--- src/rtl/multicycle_controller_pkg.sv ---
// Shared definitions for the multicycle datapath controller.
//   - opcode constants (IR[15:12])
//   - ALU control encodings and ALU-B mux selects
//   - FSM state enum and the registered control-word struct
//   - moore_ctrl(): control word for a given state
package multicycle_controller_pkg;

  localparam logic [3:0] OP_ADD  = 4'h0;
  localparam logic [3:0] OP_SUB  = 4'h1;
  localparam logic [3:0] OP_AND  = 4'h2;
  localparam logic [3:0] OP_OR   = 4'h3;
  localparam logic [3:0] OP_NOR  = 4'h4;
  localparam logic [3:0] OP_NAND = 4'h5;
  localparam logic [3:0] OP_SLT  = 4'h6;
  localparam logic [3:0] OP_ADDI = 4'h7;
  localparam logic [3:0] OP_LW   = 4'h8;
  localparam logic [3:0] OP_SW   = 4'h9;
  localparam logic [3:0] OP_BEQ  = 4'hA;
  localparam logic [3:0] OP_BNE  = 4'hB;
  localparam logic [3:0] OP_HALT = 4'hF;

  localparam logic [3:0] ALU_AND  = 4'b0000;
  localparam logic [3:0] ALU_OR   = 4'b0001;
  localparam logic [3:0] ALU_ADD  = 4'b0010;
  localparam logic [3:0] ALU_SUB  = 4'b0110;
  localparam logic [3:0] ALU_SLT  = 4'b0111;
  localparam logic [3:0] ALU_NOR  = 4'b1100;
  localparam logic [3:0] ALU_NAND = 4'b1101;

  localparam logic [1:0] ALUB_REGB   = 2'b00;
  localparam logic [1:0] ALUB_TWO    = 2'b01;
  localparam logic [1:0] ALUB_IMM    = 2'b10;
  localparam logic [1:0] ALUB_IMM_SH = 2'b11;

  typedef enum logic [3:0] {
    IDLE, FETCH, DECODE, EXEC_R, WB_R, EXEC_I, WB_I,
    MEM_ADDR, MEM_RD, WB_MEM, MEM_WR, BRANCH, HALT
  } state_e;

  typedef struct packed {
    logic       mem_req;
    logic       mem_we;
    logic       iord;
    logic       pc_src;
    logic       alu_src_a;
    logic [1:0] alu_src_b;
    logic [3:0] alu_control;
    logic       reg_write;
    logic       reg_dst;
    logic       mem_to_reg;
    logic       halted;
  } ctrl_t;

  // Control word held while in state s. alu_r is the R-type ALU op,
  // only consulted for EXEC_R.
  function automatic ctrl_t moore_ctrl(state_e s, logic [3:0] alu_r);
    ctrl_t c;
    c = '0;
    c.alu_control = ALU_ADD;
    case (s)
      IDLE:     c.alu_control = 4'b0000;
      FETCH: begin
        c.mem_req   = 1'b1;
        c.alu_src_b = ALUB_TWO;
      end
      DECODE:   c.alu_src_b = ALUB_IMM_SH;
      EXEC_R: begin
        c.alu_src_a   = 1'b1;
        c.alu_src_b   = ALUB_REGB;
        c.alu_control = alu_r;
      end
      WB_R: begin
        c.reg_write = 1'b1;
        c.reg_dst   = 1'b1;
      end
      EXEC_I, MEM_ADDR: begin
        c.alu_src_a = 1'b1;
        c.alu_src_b = ALUB_IMM;
      end
      WB_I:     c.reg_write = 1'b1;
      MEM_RD: begin
        c.mem_req = 1'b1;
        c.iord    = 1'b1;
      end
      WB_MEM: begin
        c.reg_write  = 1'b1;
        c.mem_to_reg = 1'b1;
      end
      MEM_WR: begin
        c.mem_req = 1'b1;
        c.mem_we  = 1'b1;
        c.iord    = 1'b1;
      end
      BRANCH: begin
        c.alu_src_a   = 1'b1;
        c.alu_src_b   = ALUB_REGB;
        c.alu_control = ALU_SUB;
        c.pc_src      = 1'b1;
      end
      HALT:     c.halted = 1'b1;
      default:  c = '0;
    endcase
    return c;
  endfunction

endpackage

--- src/rtl/multicycle_controller_alu_decode.sv ---
// mc_alu_decode: combinational R-type opcode -> ALU control.
//   opcode_i       [3:0]  IR[15:12]
//   alu_control_o  [3:0]  ALU op; add for anything that is not R-type
module mc_alu_decode
  import multicycle_controller_pkg::*;
(
  input  logic [3:0] opcode_i,
  output logic [3:0] alu_control_o
);

  always_comb begin
    alu_control_o = ALU_ADD;
    case (opcode_i)
      OP_ADD:  alu_control_o = ALU_ADD;
      OP_SUB:  alu_control_o = ALU_SUB;
      OP_AND:  alu_control_o = ALU_AND;
      OP_OR:   alu_control_o = ALU_OR;
      OP_NOR:  alu_control_o = ALU_NOR;
      OP_NAND: alu_control_o = ALU_NAND;
      OP_SLT:  alu_control_o = ALU_SLT;
      default: alu_control_o = ALU_ADD;
    endcase
  end

endmodule

--- src/rtl/multicycle_controller.sv ---
// Multicycle control FSM for the 16-bit datapath.
// Inputs : clock, reset_n (sync, active low), run, opcode, zero, mem_ready.
// Outputs: memory port (mem_req, mem_we, iord), IR/PC loads (ir_write,
//          pc_write, pc_src), ALU selects (alu_src_a, alu_src_b,
//          alu_control), register file (reg_write, reg_dst, mem_to_reg),
//          status (halted, illegal_op, retired).
//
// state    | meaning
// IDLE     | waiting for run
// FETCH    | read instruction at PC, PC += 2 on mem_ready
// DECODE   | branch target into ALUOut, dispatch on opcode
// EXEC_R   | reg A op reg B
// WB_R     | write ALUOut to IR[7:6]
// EXEC_I   | reg A + sext imm
// WB_I     | write ALUOut to IR[9:8]
// MEM_ADDR | reg A + sext imm as data address
// MEM_RD   | data read at ALUOut, wait for mem_ready
// WB_MEM   | write MDR to IR[9:8]
// MEM_WR   | data write at ALUOut, wait for mem_ready
// BRANCH   | compare, load PC from ALUOut if taken
// HALT     | terminal until reset
module multicycle_controller
  import multicycle_controller_pkg::*;
#(
  parameter int CNT_W = 16,
  parameter int OP_W  = 4
) (
  input  logic             clock,
  input  logic             reset_n,
  input  logic             run,
  input  logic [OP_W-1:0]  opcode,
  input  logic             zero,
  input  logic             mem_ready,
  output logic             mem_req,
  output logic             mem_we,
  output logic             iord,
  output logic             ir_write,
  output logic             pc_write,
  output logic             pc_src,
  output logic             alu_src_a,
  output logic [1:0]       alu_src_b,
  output logic [3:0]       alu_control,
  output logic             reg_write,
  output logic             reg_dst,
  output logic             mem_to_reg,
  output logic             halted,
  output logic             illegal_op,
  output logic [CNT_W-1:0] retired
);

  state_e           state_q, state_d;
  ctrl_t            ctrl_q;
  logic [CNT_W-1:0] retired_q;
  logic [3:0]       alu_r;
  logic             retire;
  logic             fetch_done;
  logic             br_taken;

  mc_alu_decode u_alu_decode (
    .opcode_i      (opcode),
    .alu_control_o (alu_r)
  );

  always_comb begin
    state_d = state_q;
    retire  = 1'b0;
    case (state_q)
      IDLE:   if (run) state_d = FETCH;
      FETCH:  if (mem_ready) state_d = DECODE;
      DECODE: begin
        case (opcode)
          OP_ADD, OP_SUB, OP_AND, OP_OR,
          OP_NOR, OP_NAND, OP_SLT: state_d = EXEC_R;
          OP_ADDI:                 state_d = EXEC_I;
          OP_LW, OP_SW:            state_d = MEM_ADDR;
          OP_BEQ, OP_BNE:          state_d = BRANCH;
          OP_HALT: begin
            state_d = HALT;
            retire  = 1'b1;
          end
          default:                 state_d = FETCH;
        endcase
      end
      EXEC_R:   state_d = WB_R;
      EXEC_I:   state_d = WB_I;
      MEM_ADDR: state_d = (opcode == OP_SW) ? MEM_WR : MEM_RD;
      MEM_RD:   if (mem_ready) state_d = WB_MEM;
      MEM_WR: begin
        if (mem_ready) begin
          state_d = FETCH;
          retire  = 1'b1;
        end
      end
      WB_R, WB_I, WB_MEM, BRANCH: begin
        state_d = FETCH;
        retire  = 1'b1;
      end
      HALT:     state_d = HALT;
      default:  state_d = IDLE;
    endcase
  end

  // The control word is registered from the next state, so outputs are
  // glitch-free and valid from the first cycle of each state.
  always_ff @(posedge clock) begin
    if (!reset_n) begin
      state_q   <= IDLE;
      ctrl_q    <= '0;
      retired_q <= '0;
    end else begin
      state_q <= state_d;
      ctrl_q  <= moore_ctrl(state_d, alu_r);
      if (retire) retired_q <= retired_q + CNT_W'(1);
    end
  end

  // IR/PC loads depend on this cycle's mem_ready / zero and cannot be
  // registered without adding a cycle of latency.
  assign fetch_done = (state_q == FETCH) && mem_ready;
  assign br_taken   = (state_q == BRANCH) &&
                      (((opcode == OP_BEQ) && zero) || ((opcode == OP_BNE) && !zero));

  assign ir_write    = fetch_done;
  assign pc_write    = fetch_done || br_taken;
  assign illegal_op  = (state_q == DECODE) && (opcode >= 4'hC) && (opcode <= 4'hE);

  assign mem_req     = ctrl_q.mem_req;
  assign mem_we      = ctrl_q.mem_we;
  assign iord        = ctrl_q.iord;
  assign pc_src      = ctrl_q.pc_src;
  assign alu_src_a   = ctrl_q.alu_src_a;
  assign alu_src_b   = ctrl_q.alu_src_b;
  assign alu_control = ctrl_q.alu_control;
  assign reg_write   = ctrl_q.reg_write;
  assign reg_dst     = ctrl_q.reg_dst;
  assign mem_to_reg  = ctrl_q.mem_to_reg;
  assign halted      = ctrl_q.halted;
  assign retired     = retired_q;

endmodule

--- config.mk ---
export PLATFORM = sky130hd
export DESIGN_NAME = multicycle_controller
export DESIGN_NICKNAME = d
export VERILOG_FILES = /design/src/rtl/multicycle_controller_pkg.sv /design/src/rtl/multicycle_controller_alu_decode.sv /design/src/rtl/multicycle_controller.sv
export SDC_FILE = /design/constraint.sdc
export NUM_CORES = 1
export LEC_CHECK = 0
export ABC_AREA = 1
export ABC_CLOCK_PERIOD_IN_PS = 1200
export BUFFER_PORTS_ARGS = -buffer_cell sky130_fd_sc_hd__buf_2
export CAP_MARGIN = 20
export CORE_MARGIN = 2
export CORE_UTILIZATION = 48
export DETAILED_ROUTE_END_ITERATION = 10
export HOLD_SLACK_MARGIN = 0.05
export PLACE_DENSITY = 0.74
export SETUP_SLACK_MARGIN = 0.05
export SYNTH_ARGS = -nofsm -noshare
export SYNTH_HDL_FRONTEND = slang
export SYNTH_HIERARCHICAL = 1
export SYNTH_SLANG_ARGS = --single-unit
--- constraint.sdc ---
create_clock -name clock -period 1.2 [get_ports clock]
set_input_delay 0.36 -clock clock [delete_from_list [all_inputs] [get_ports clock]]
set_output_delay 0.36 -clock clock [all_outputs]
set_load 0.02 [all_outputs]
==> results of run 1 <==
## cells by family after synthesis
family	count (synthesis)
fa+ha+maj	1
buf+inv	42
compound gates	35
simple gates	155
flops	35
xor+xnor	7
## routing by layer
metal  GRT usage, %  overflow
met5           9.72         0
met4            106        81
met3           62.5         1
met2            113       144
met1           82.1         0
## per-stage QoR
step | cell area [µm²] | worst slack (ps)
3_3_place_gp | 2670 | -299
3_5_place_dp | 2670 | -332
4_1_cts | 3250 | -377
2_1_floorplan | 2050 | -73.5
## what timing repair did
item,4_1_cts
buffers inserted,19
hold endpoints to repair,0
resized for setup,95
pin swaps,19
cloned,1
endpoints found under the setup margin,51
==> metrics.log, run 1 <==
INFO  metric outcome = aborted with a tool error
INFO  metric stop_stage = global routing (5_1_grt)
INFO  metric error_message = [ERROR GRT-0232] Routing congestion too high. Check the congestion heatmap in the GUI.
INFO  metric post_synthesis_compound_gate_area_fraction = around a tenth
INFO  metric postSynthCellCount = around 280
INFO  metric synth_area_leaders = dfxtp_1 (38%), nand2_1 (14%), nor2_1 (6.8%)
INFO  metric clock_sinks = 35
INFO  metric die_height = about 66 µm
INFO  metric hpwl = approximately 3700 µm
INFO  metric synth_fa_ha_area_share = less than 1%
INFO  metric globalRouteTotalUtil = ~90%
INFO  metric syn-mean-instance-area = approximately 6.8 µm²
INFO  metric synthMuxAreaShare = 0%
INFO  metric synth.yosys.seq_area_share = around 38%
INFO  metric async_reset_ff_share = 0%
INFO  metric synth_most_common_cell = nand2_1
INFO  metric synth-seq-cells = 35
INFO  metric clockBufferDepth = 2
INFO  metric overflow = 226
INFO  metric postGrtWorstEndpoint = illegal_op
INFO  metric synth_top_cell_area_share = between 30 and 40%
INFO  metric gp_congestion = between 0.8 and 0.9
INFO  metric initial_core_util = about half
INFO  metric postCtsHoldBufs = 0
INFO  metric placement_rows = 22
INFO  metric tritoncts.num_buffers = 5
INFO  metric synth_top_family_by_area = simple AND/OR/NAND/NOR gates
INFO  metric synth-edff-count = 0
INFO  metric synth_xor_area_share = under 10%
INFO  metric synth.distinct_cells = 32
INFO  metric synth_top_cells_by_count = nand2_1 (70), dfxtp_1 (35), nor2_1 (34)
INFO  metric cts_max_level = 2
INFO  metric number_of_i_o_port_buffers = 42
INFO  metric syn-num-nets = 285
INFO  metric placed_cells = 411
INFO  metric synth-main-ff-cell = dfxtp_1
INFO  metric synth_largest_area_cell = dfxtp_1
INFO  metric grt_start_max_net_pins = 12
INFO  metric yosysWarningCount = 6
INFO  metric post_synth_instance_area = roughly 1900 µm²
INFO  metric num_io_pins = 43
INFO  metric clock-root-buffer = clkbuf_8
INFO  metric worstEpCategory = primary output
INFO  metric synth-simple-area-share = approximately two fifths
INFO  metric die_w = 66.4 µm
==> run 2, diff against run 1 <==
- ABC_CLOCK_PERIOD_IN_PS: 1200 -> 1600
- CORE_UTILIZATION: 48 -> 40
- HOLD_SLACK_MARGIN: 0.05 -> unset
- PLACE_DENSITY: 0.74 -> unset
- PLACE_DENSITY_LB_ADDON: unset -> 0.15
- SETUP_SLACK_MARGIN: 0.05 -> unset
- clock period: 1.2 -> 1.6 ns (I/O delays scaled with it)
==> metrics.log, run 2 <==
INFO  metric grt_setup_unrepaired = true
INFO  metric clock.fmax = around 570 MHz
INFO  metric crit_arrival = around 1300 ps
INFO  metric synth-edff-count = 0 (unchanged)
INFO  metric synth_top_cells_by_count = nand2_1 (70), dfxtp_1 (35), nor2_1 (34)
INFO  metric seqPwrFrac = 47.2%
INFO  metric clock-root-buffer = clkbuf_8
INFO  metric fraction_of_final_layout_cells_sized_beyond_drive_strength_1 = between 30% and 40%
INFO  metric synth.yosys.seq_area_share = 37.5% (unchanged)
INFO  metric synth_top_cell_area_share = 37.5% (unchanged)
INFO  metric postSynthCellCount = 275 (unchanged)
INFO  metric worst_slack = -151 ps
INFO  metric tightestPinTransition = ~360 ps
INFO  metric hpwl = 3440 µm (-7.0%)
INFO  metric grt_start_max_net_pins = 20
INFO  metric core_region = ~4400 µm²
INFO  metric die_w = 72.3 µm (+9.0%)
INFO  metric num-fill-cells = 410
INFO  metric final_cell_mix = nand2_1 (65), buf_2 (39), buf_4 (39)
INFO  metric vdd.ir_drop.worst = slightly below 0.4 mV
INFO  metric layout-area-overhead-vs-synth = 42.3%
INFO  metric switching_fraction_of_total_power = between 20% and 30%
INFO  metric postCtsHoldBufs = 0 (unchanged)
INFO  metric avgViaCountPerCell = approximately 4.8
INFO  metric detailedRoute.firstPassIterationCount = 4
INFO  metric post_synth_instance_area = 1870 µm² (unchanged)
INFO  metric async_reset_ff_share = 0% (unchanged)
INFO  metric n_antenna_cell = 0
INFO  metric r2r_slack = 60 ps
INFO  metric syn-mean-instance-area = 6.79 µm² (unchanged)
INFO  metric synth-seq-cells = 35 (unchanged)
INFO  metric power_report.internal_total = ~1.4 mW
INFO  metric cts_max_level = 2 (unchanged)
INFO  metric fin_crit_sh = 109%
INFO  metric num_io_pins = 43 (unchanged)
INFO  metric grt_pass1_vias = between 1500 and 2000
INFO  metric synth-main-ff-cell = dfxtp_1
INFO  metric worst_setup_path_type = reg -> out
INFO  metric overflow = 0
INFO  metric synth_area_leaders = dfxtp_1 (38%), nand2_1 (14%), nor2_1 (6.8%)
INFO  metric tritoncts.num_buffers = 5 (unchanged)
INFO  metric cts_tree = built
INFO  metric slew_headroom = approximately three quarters
INFO  metric final_common_cell = nand2_1
INFO  metric p_per_area = between 700 and 800 nW/µm²
INFO  metric first_pass_grt_wire_length = 7980 µm
INFO  metric syn-num-nets = 285 (unchanged)
INFO  metric smallest_hold_slack = ~470 ps
INFO  metric leakagePower = 1.23 nW
INFO  metric synth.distinct_cells = 32 (unchanged)
INFO  metric initial_core_util = 42.3% (-8.3 points)
INFO  metric detail_route.iter0.violations = between 100 and 150
INFO  metric number_of_i_o_port_buffers = 42 (unchanged)
INFO  metric antenna_found_initial = 0
INFO  metric outcome = finished, violations left
INFO  metric setup.worst_path.end_class = output pin
INFO  metric fp.dieArea = 5230 µm²
INFO  metric violations_in_the_final_reports = negative setup slack
INFO  metric clock_sinks = 35 (unchanged)
INFO  metric net-switching-power = about 0.57 mW
INFO  metric largest_register_ffs = 16
INFO  metric drtAntennaViolNets = 0
INFO  metric finalNetCount = about 370
INFO  metric final.setup_skew = about 14 ps
INFO  metric globalRouteTotalUtil = roughly a fifth
INFO  metric placement_rows = 24 (+9.1%)
INFO  metric finalCriticalPeriod = 1750 ps
INFO  metric wl = 4880 µm
INFO  metric gp_congestion = 0.886 (+2.1%)
INFO  metric dr_total_vias = roughly 2000
INFO  metric clockPowerShare = 32.2%
INFO  metric final_core_util = 60.2%
INFO  metric drc_errors = 0
INFO  metric hold_class = reg -> reg
INFO  metric place_worst_setup_slack = -94.8 ps (+237 ps)
INFO  metric clk_pin_slew = ~70 ps
INFO  metric die_height = 72.3 µm (+9.0%)
INFO  metric synth_largest_area_cell = dfxtp_1
INFO  metric yosysWarningCount = 6 (unchanged)
INFO  metric clockBufferDepth = 2 (unchanged)
INFO  metric startpoint_type = register
INFO  metric worst_ep_required_time = between 1000 and 1500 ps
INFO  metric clkLatencyLatePin = 290 ps
INFO  metric timing.final.setup_violations = 3
INFO  metric final-hold-violation-count = 0
INFO  metric synth_most_common_cell = nand2_1
INFO  metric timing.final.max_slew_violations = 0
INFO  metric combinational_share_of_power = between 20% and 30%
INFO  metric cap_viol_max_count = 0
INFO  metric worst-path-max-fanout = 5
INFO  metric post_drt_wl_per_cell = 11.9 µm
[run 2: cell counts after synthesis]
No cell type changed its count.
[run 2: per-stage QoR]
| stage | TNS [ps] | instance area (µm²) | instances | power, mW |
|---|---|---|---|---|
| after floorplan | 0 | 1870 | 275 | 1.12 |
| after global placement | -101 | 2320 | 389 | 1.25 |
| after detailed placement | -140 | 2320 | 389 | 1.25 |
| after CTS | -245 | 2480 | 402 | 1.89 |
| after global routing | -725 | 2660 | 411 | 2.03 |
| final | -310 | 2660 | 411 | 1.94 |
[run 2: cell families after synthesis]
kind of cell               after synthesis  synth area share, %
xor gates and xnor gates                 7                 3.28
AOI/OAI and AO/OA                       35                 10.4
and+or+nand+nor                        155                 39.1
buffers and inverters                   42                 8.98
adders and majority gates                1                0.670
DFF                                     35                 37.5
[run 2: cell type report]
| class | count | area, µm² | area share (%) |
|---|---|---|---|
| multi-input cells | 198 | 1120 | 42.1 |
| flip-flops and latches | 35 | 717 | 27.0 |
| repair buffers | 81 | 531 | 20.0 |
| inverters | 37 | 144 | 5.41 |
| clock buffers | 7 | 76.3 | 2.87 |
| well taps | 52 | 65.1 | 2.45 |
| clock inverters | 1 | 5.00 | 0.188 |
[run 2: worst paths after layout]
path,startpoint,endpoint,cells past startpoint
hold reg to reg,retired[0],retired[0],1
hold / removal,retired[0],retired[0],1
setup / recovery,state_q[1],pc_write,4
setup reg to reg,state_q[0],alu_src_b[1],12
[run 2: timing repair]
item | in CTS | in global routing
endpoints found under the setup margin | 3 | 13
gates resized for setup | 17 | 29
buffers inserted | 5 | 9
pin swaps | 2 | 7
[run 2: layer usage]
| metal | track usage [%] | wire, µm | vias to the layer above |
|---|---|---|---|
| met5 | 0 | 0 | - |
| met4 | 7.13 | 59 | 0 |
| met3 | 5.00 | 275 | 6 |
| met2 | 27.8 | 2190 | 57 |
| met1 | 27.6 | 2350 | 861 |
| li1 | - | - | 1044 |
[run 2: power by group through the flow]
stage | clock network [mW] | registers (mW) | logic, mW
after detailed placement | 0 | 0.935 | 0.318
after floorplan | 0 | 0.955 | 0.160
after global routing | 0.674 | 0.917 | 0.442
after CTS | 0.635 | 0.916 | 0.343
after global placement | 0 | 0.936 | 0.313
final | 0.623 | 0.916 | 0.400
[run 2: worst max-delay path, stage by stage, from the launching register on]
cell     delay, ps
dfxtp_4        400
buf_6          110
nand3_4         70
o31ai_4        250
buf_6          150
(Power assumes the default switching activity.)
==> run 3, diff against run 2 <==
- ABC_CLOCK_PERIOD_IN_PS: 1600 -> unset
- CORE_UTILIZATION: 40 -> 50
==> metrics.log, run 3 (same netlist as run 2, synthesis figures left out) <==
INFO  metric grt_use_met1 = 31.6% (+4.0 points)
INFO  metric gr_util_met2 = 32.9% (+5.0 points)
INFO  metric layoutNonFillerInstCount = 399 (-2.9%)
INFO  metric dr_total_vias = 1956 (-0.61%)
INFO  metric core_region = 3630 µm² (-18%)
INFO  metric grt_setup_unrepaired = true
INFO  metric layout-area-overhead-vs-synth = 39.2%
INFO  metric final.setup_skew = 4.06 ps (-10.2 ps)
INFO  metric placed_area = 2260 µm² (-2.4%)
INFO  metric overflow = 0 (unchanged)
INFO  metric clockPowerShare = 35.1% (+2.9 points)
INFO  metric clockBufferDepth = 2 (unchanged)
INFO  metric outcome = finished, violations left
INFO  metric post_drt_wl_per_cell = 11.8 µm (-0.84%)
INFO  metric timing.final.max_slew_violations = 0 (unchanged)
INFO  metric seqPwrFrac = 46.2% (-1.0 points)
INFO  metric placement_rows = 22 (-8.3%)
INFO  metric detail_route.iter0.violations = 161 (+46%)
INFO  metric worst_ep_required_time = 1120 ps (about the same)
INFO  metric drc_errors = 0 (unchanged)
INFO  metric num_io_pins = 43 (unchanged)
INFO  metric finalPower = 1.99 mW (+2.6%)
INFO  metric antenna_found_initial = 0 (unchanged)
INFO  metric grt_util_met3 = 4.45% (-0.55 points)
INFO  metric switching_fraction_of_total_power = 27.4% (-1.8 points)
INFO  metric clkLatencyLatePin = 280 ps (about the same)
INFO  metric worst_slack = -89.8 ps (+61.0 ps)
INFO  metric final_cell_mix = nand2_1 (64), buf_2 (37), buf_4 (33)
INFO  metric worst-path-max-fanout = 5 (unchanged)
INFO  metric grt_start_max_net_pins = 16 (-20%)
INFO  metric fraction_of_final_layout_cells_sized_beyond_drive_strength_1 = 37.9% (-0.55 points)
INFO  metric die_w = 65.1 µm (-10%)
INFO  metric largest_register_ffs = 16 (unchanged)
INFO  metric cap_viol_max_count = 0 (unchanged)
INFO  metric setup.worst_path.end_class = output pin
INFO  metric p_per_area = 764 nW/µm² (+4.8%)
INFO  metric grt_pass1_vias = 1667 (-6.5%)
INFO  metric final-hold-violation-count = 0 (unchanged)
INFO  metric vdd.ir_drop.worst = 0.518 mV (+33%)
INFO  metric cts_tree = built
INFO  metric crit_arrival = 1210 ps (-60 ps)
INFO  metric power_report.internal_total = 1.44 mW (+5.2%)
INFO  metric smallest_hold_slack = 463 ps (-5.60 ps)
INFO  metric net-switching-power = 0.544 mW (-3.7%)
INFO  metric grt.busiest_layer = met2
INFO  metric n_antenna_cell = 0 (unchanged)
INFO  metric leakagePower = 1.21 nW (-1.8%)
INFO  metric wl = 4700 µm (-3.7%)
INFO  metric die_height = 65.1 µm (-10%)
INFO  metric first_pass_grt_wire_length = 7280 µm (-8.8%)
INFO  metric combinational_share_of_power = 18.8% (-1.8 points)
INFO  metric slew_headroom = 75.5% (-0.50 points)
INFO  metric worst_setup_path_type = reg -> out
INFO  metric clk_pin_slew = 70 ps (about the same)
INFO  metric initial_core_util = 51.4% (+9.1 points)
INFO  metric tritoncts.num_buffers = 5 (unchanged)
INFO  metric fp.dieArea = 4240 µm² (-19%)
INFO  metric clock.fmax = 592 MHz (+3.6%)
INFO  metric hpwl = 3180 µm (-7.6%)
INFO  metric violations_in_the_final_reports = negative setup slack
INFO  metric finalNetCount = 360 (-2.2%)
INFO  metric fin_crit_sh = 106% (-3.8 points)
INFO  metric finalCriticalPeriod = 1690 ps (-61.0 ps)
INFO  metric place_worst_setup_slack = -106 ps (-10.9 ps)
INFO  metric design_area = 2600 µm² (-2.1%)
INFO  metric cts_max_level = 2 (unchanged)
INFO  metric gp_congestion = 0.907 (+2.3%)
INFO  metric tightestPinTransition = 368 ps (+9.79 ps)
INFO  metric drtAntennaViolNets = 0 (unchanged)
INFO  metric avgViaCountPerCell = 4.90 (+2.4%)
INFO  metric clock_sinks = 35 (unchanged)
INFO  metric final_common_cell = nand2_1
INFO  metric detailedRoute.firstPassIterationCount = 4 (unchanged)
INFO  metric hold_class = reg -> reg
INFO  metric number_of_i_o_port_buffers = 42 (unchanged)
INFO  metric postCtsHoldBufs = 0 (unchanged)
INFO  metric startpoint_type = register
INFO  metric globalRouteTotalUtil = 22.0% (+2.7 points)
INFO  metric timing.final.setup_violations = 3 (unchanged)
INFO  metric clock-root-buffer = clkbuf_8
INFO  metric placed_cells = 380 (-2.3%)
run 3: power by group through the flow:
stage	sequential [mW]	combinational [mW]	clock, mW
3_3_place_gp	0.934	0.298	0
2_1_floorplan	0.955	0.160	0
5_1_grt	0.920	0.406	0.741
4_1_cts	0.915	0.314	0.710
3_5_place_dp	0.932	0.301	0
6_report	0.918	0.373	0.697
run 3: worst max-delay path, cell delays in order, from the launching register on:
cell and delay (ps):
dfxtp_4 370, inv_4 90, nand2_4 50, nor2_4 120, o21ai_2 70, nor2_1 90, buf_4 150
run 3: final cells by class:
class / count / area [µm²]
clock buffer: 8 / 100
fill: 306 / 1030
inverter: 37 / 149
multi-input combinational: 198 / 1100
sequential: 35 / 717
tap: 48 / 60.1
timing repair buffer: 73 / 470
run 3: final timing paths:
kind	start	to	slack, ps	cells past startpoint
max	state_q[0]	illegal_op	-90	6
min	retired[0]	retired[0]	460	1
max reg2reg	state_q[0]	alu_control[1]	50	12
min reg2reg	retired[0]	retired[0]	460	1
run 3: repair_timing:
action	in CTS	in global routing
pin swaps	3	15
buffers inserted	4	7
resized for setup	16	33
setup endpoints to repair	3	16
endpoints found under the hold margin	0	0
run 3: through the flow:
step,utilization [%],setup TNS (ps)
4_1_cts,66.9,-261
2_1_floorplan,-,0
3_3_place_gp,62.3,-106
3_5_place_dp,62.3,-148
5_1_grt,71.6,-484
6_report,71.6,-176
run 3: layer usage:
metal / wire length [µm] / up-vias
li1: - / 1024
met1: 2330 / 866
met2: 2080 / 59
met3: 225 / 7
met4: 53 / 0
met5: 0 / -
==> run 4, diff against run 3 <==
- REMOVE_ABC_BUFFERS: unset -> 1
==> metrics.log, run 4 (same netlist as run 2, synthesis figures left out) <==
INFO  metric n_antenna_cell = 0 (unchanged)
INFO  metric tightestPinTransition = 432 ps (+64.7 ps)
INFO  metric final_common_cell = nand2_1
INFO  metric vdd.ir_drop.worst = 0.569 mV (+9.9%)
INFO  metric clock_sinks = 35 (unchanged)
INFO  metric crit-reg2reg-capture = retired[3]
INFO  metric antenna_found_initial = 0 (unchanged)
INFO  metric slew_headroom = 71.1% (-4.3 points)
INFO  metric wl = 5140 µm (+9.4%)
INFO  metric clockPowerShare = 39.0% (+3.9 points)
INFO  metric holdPathStages = 2 (+1)
INFO  metric worst_setup_path_startpoint = state_q[3]
INFO  metric setup.worst_path.end_class = output pin
INFO  metric largest_register_ffs = 16 (unchanged)
INFO  metric cts_max_level = 2 (unchanged)
INFO  metric drc_errors = 0 (unchanged)
INFO  metric detail_route.iter0.violations = 143 (-11%)
INFO  metric setup_total_negative_slack = -308 ps (-132 ps)
INFO  metric detailedRoute.firstPassIterationCount = 7 (+3)
INFO  metric clock-root-buffer = clkbuf_8
INFO  metric placed_cells = 379 (-0.26%)
INFO  metric grt_start_max_net_pins = 16 (unchanged)
INFO  metric clock.fmax = 576 MHz (-2.7%)
INFO  metric timing.hold.worst.start = retired[15]
INFO  metric die_height = 65.1 µm (unchanged)
INFO  metric hpwl = 3360 µm (+5.9%)
INFO  metric fin_crit_sh = 109% (+3.0 points)
INFO  metric final_cell_mix = nand2_1 (59), buf_2 (39), nor2_1 (31), dfxtp_1 (31), buf_4 (30)
INFO  metric drtAntennaViolNets = 0 (unchanged)
INFO  metric r2r_cells = 10 (-2)
INFO  metric final.setup_skew = 6.58 ps (+2.52 ps)
INFO  metric clk_pin_slew = 70 ps (about the same)
INFO  metric grt_setup_unrepaired = true
INFO  metric placement_rows = 22 (unchanged)
INFO  metric layout-area-overhead-vs-synth = 43.9%
INFO  metric startpoint_type = register
INFO  metric worst_ep_required_time = 1120 ps (about the same)
INFO  metric overflow = 0 (unchanged)
INFO  metric smallest_hold_slack = 493 ps (+30.5 ps)
INFO  metric p_per_area = 784 nW/µm² (+2.6%)
INFO  metric worst-path-max-fanout = 4 (-1)
INFO  metric r2r_slack = 40 ps (about the same)
INFO  metric violations_in_the_final_reports = negative setup slack
INFO  metric core_region = 3630 µm² (unchanged)
INFO  metric cts_tree = built
INFO  metric combinational_share_of_power = 17.6% (-1.2 points)
INFO  metric post_drt_wl_per_cell = 12.7 µm (+8.0%)
INFO  metric switching_fraction_of_total_power = 26.5% (-0.85 points)
INFO  metric outcome = finished, violations left
INFO  metric finalCriticalPeriod = 1740 ps (+47.3 ps)
INFO  metric crit_arrival = 1260 ps (+50 ps)
INFO  metric hold_class = reg -> reg
INFO  metric clockBufferDepth = 2 (unchanged)
INFO  metric grt_pass1_vias = 1697 (+1.8%)
INFO  metric initial_core_util = 51.4% (unchanged)
INFO  metric avgViaCountPerCell = 5.12 (+4.4%)
INFO  metric globalRouteTotalUtil = 23.1% (+1.1 points)
INFO  metric die_w = 65.1 µm (unchanged)
INFO  metric num_io_pins = 43 (unchanged)
INFO  metric leakagePower = 1.24 nW (+2.5%)
INFO  metric fp.dieArea = 4240 µm² (unchanged)
INFO  metric worst_slack = -137 ps (-47.3 ps)
INFO  metric clkLatencyLatePin = 290 ps (about the same)
INFO  metric dr_total_vias = 2068 (+5.7%)
INFO  metric gp_congestion = 0.857 (-5.5%)
INFO  metric timing.final.max_slew_violations = 0 (unchanged)
INFO  metric fraction_of_final_layout_cells_sized_beyond_drive_strength_1 = 40.4% (+2.6 points)
INFO  metric layoutNonFillerInstCount = 404 (+1.3%)
INFO  metric final_core_util = 74.0% (+2.4 points)
INFO  metric number_of_i_o_port_buffers = 42 (unchanged)
INFO  metric worst_hold_path.endpoint = retired[15]
INFO  metric timing.final.setup_violations = 3 (unchanged)
INFO  metric cap_viol_max_count = 0 (unchanged)
INFO  metric final-hold-violation-count = 0 (unchanged)
INFO  metric tritoncts.num_buffers = 5 (unchanged)
INFO  metric finalNetCount = 365 (+1.4%)
INFO  metric timing.rr.start = state_q[3]
INFO  metric power_report.internal_total = 1.55 mW (+7.2%)
INFO  metric net-switching-power = 0.559 mW (+2.7%)
INFO  metric seqPwrFrac = 43.4% (-2.8 points)
INFO  metric worst_setup_path_type = reg -> out
INFO  metric first_pass_grt_wire_length = 7670 µm (+5.3%)
## run 4: cell count changes in the layout (fill, tap and decap cells not counted), sizes merged
| cell | before | now |
|---|---|---|
| buf | 73 | 77 |
| bufinv | 0 | 1 |
| clkbuf | 8 | 6 |
| clkinv | 0 | 1 |
| nand2 | 71 | 72 |
## run 4: metrics by stage
step | worst slack [ps] | cell area [µm²] | power [mW]
after global placement | -66.3 | 2250 | 1.23
final | -137 | 2690 | 2.11
after detailed placement | -103 | 2250 | 1.23
after global routing | -187 | 2690 | 2.18
after floorplan | -110 | 1840 | 1.11
after CTS | -88.3 | 2490 | 2.06
## run 4: power by group through the flow
stage	registers (mW)	clock network, mW	logic (mW)
after floorplan	0.956	0	0.152
final	0.914	0.822	0.371
after global placement	0.935	0	0.292
after global routing	0.915	0.865	0.399
after CTS	0.912	0.824	0.325
after detailed placement	0.935	0	0.297
## run 4: cell type report
class,instances,area (µm²)
inverter,37,149
tap,48,60.1
timing repair buffer,77,510
clock inverter,2,35.0
sequential,35,716
fill,288,946
clock buffer,6,82.6
multi-input combinational,199,1130
## run 4: critical path, stage by stage (launching register included)
cell     delay (ps)
dfxtp_4         360
buf_6           130
nor2_4          120
nand3_4         100
o31ai_1          70
buf_2           190
## run 4: how the worst max path moves through the flow
stage | to | slack [ps]
global route | illegal_op | -190
finish | pc_write | -140
detailed placement | pc_write | -100
floorplan | pc_write | -110
CTS | illegal_op | -90
global placement | pc_write | -70
## run 4: layer usage
| layer | wire length (µm) | GRT usage, % | up-vias |
|---|---|---|---|
| met5 | 0 | 0 | - |
| met2 | 2410 | 34.3 | 69 |
| met4 | 58 | 8.33 | 0 |
| met3 | 288 | 4.62 | 6 |
| met1 | 2380 | 33.3 | 958 |
| li1 | - | - | 1035 |
## run 4: repair_timing
| action | 4_1_cts | 5_1_grt |
|---|---|---|
| gates resized for setup | 18 | 41 |
| buffers inserted | 10 | 7 |
| cloned | 0 | 1 |
| hold buffers | 0 | 0 |
| endpoints found under the setup margin | 3 | 29 |
| pin swaps | 4 | 14 |
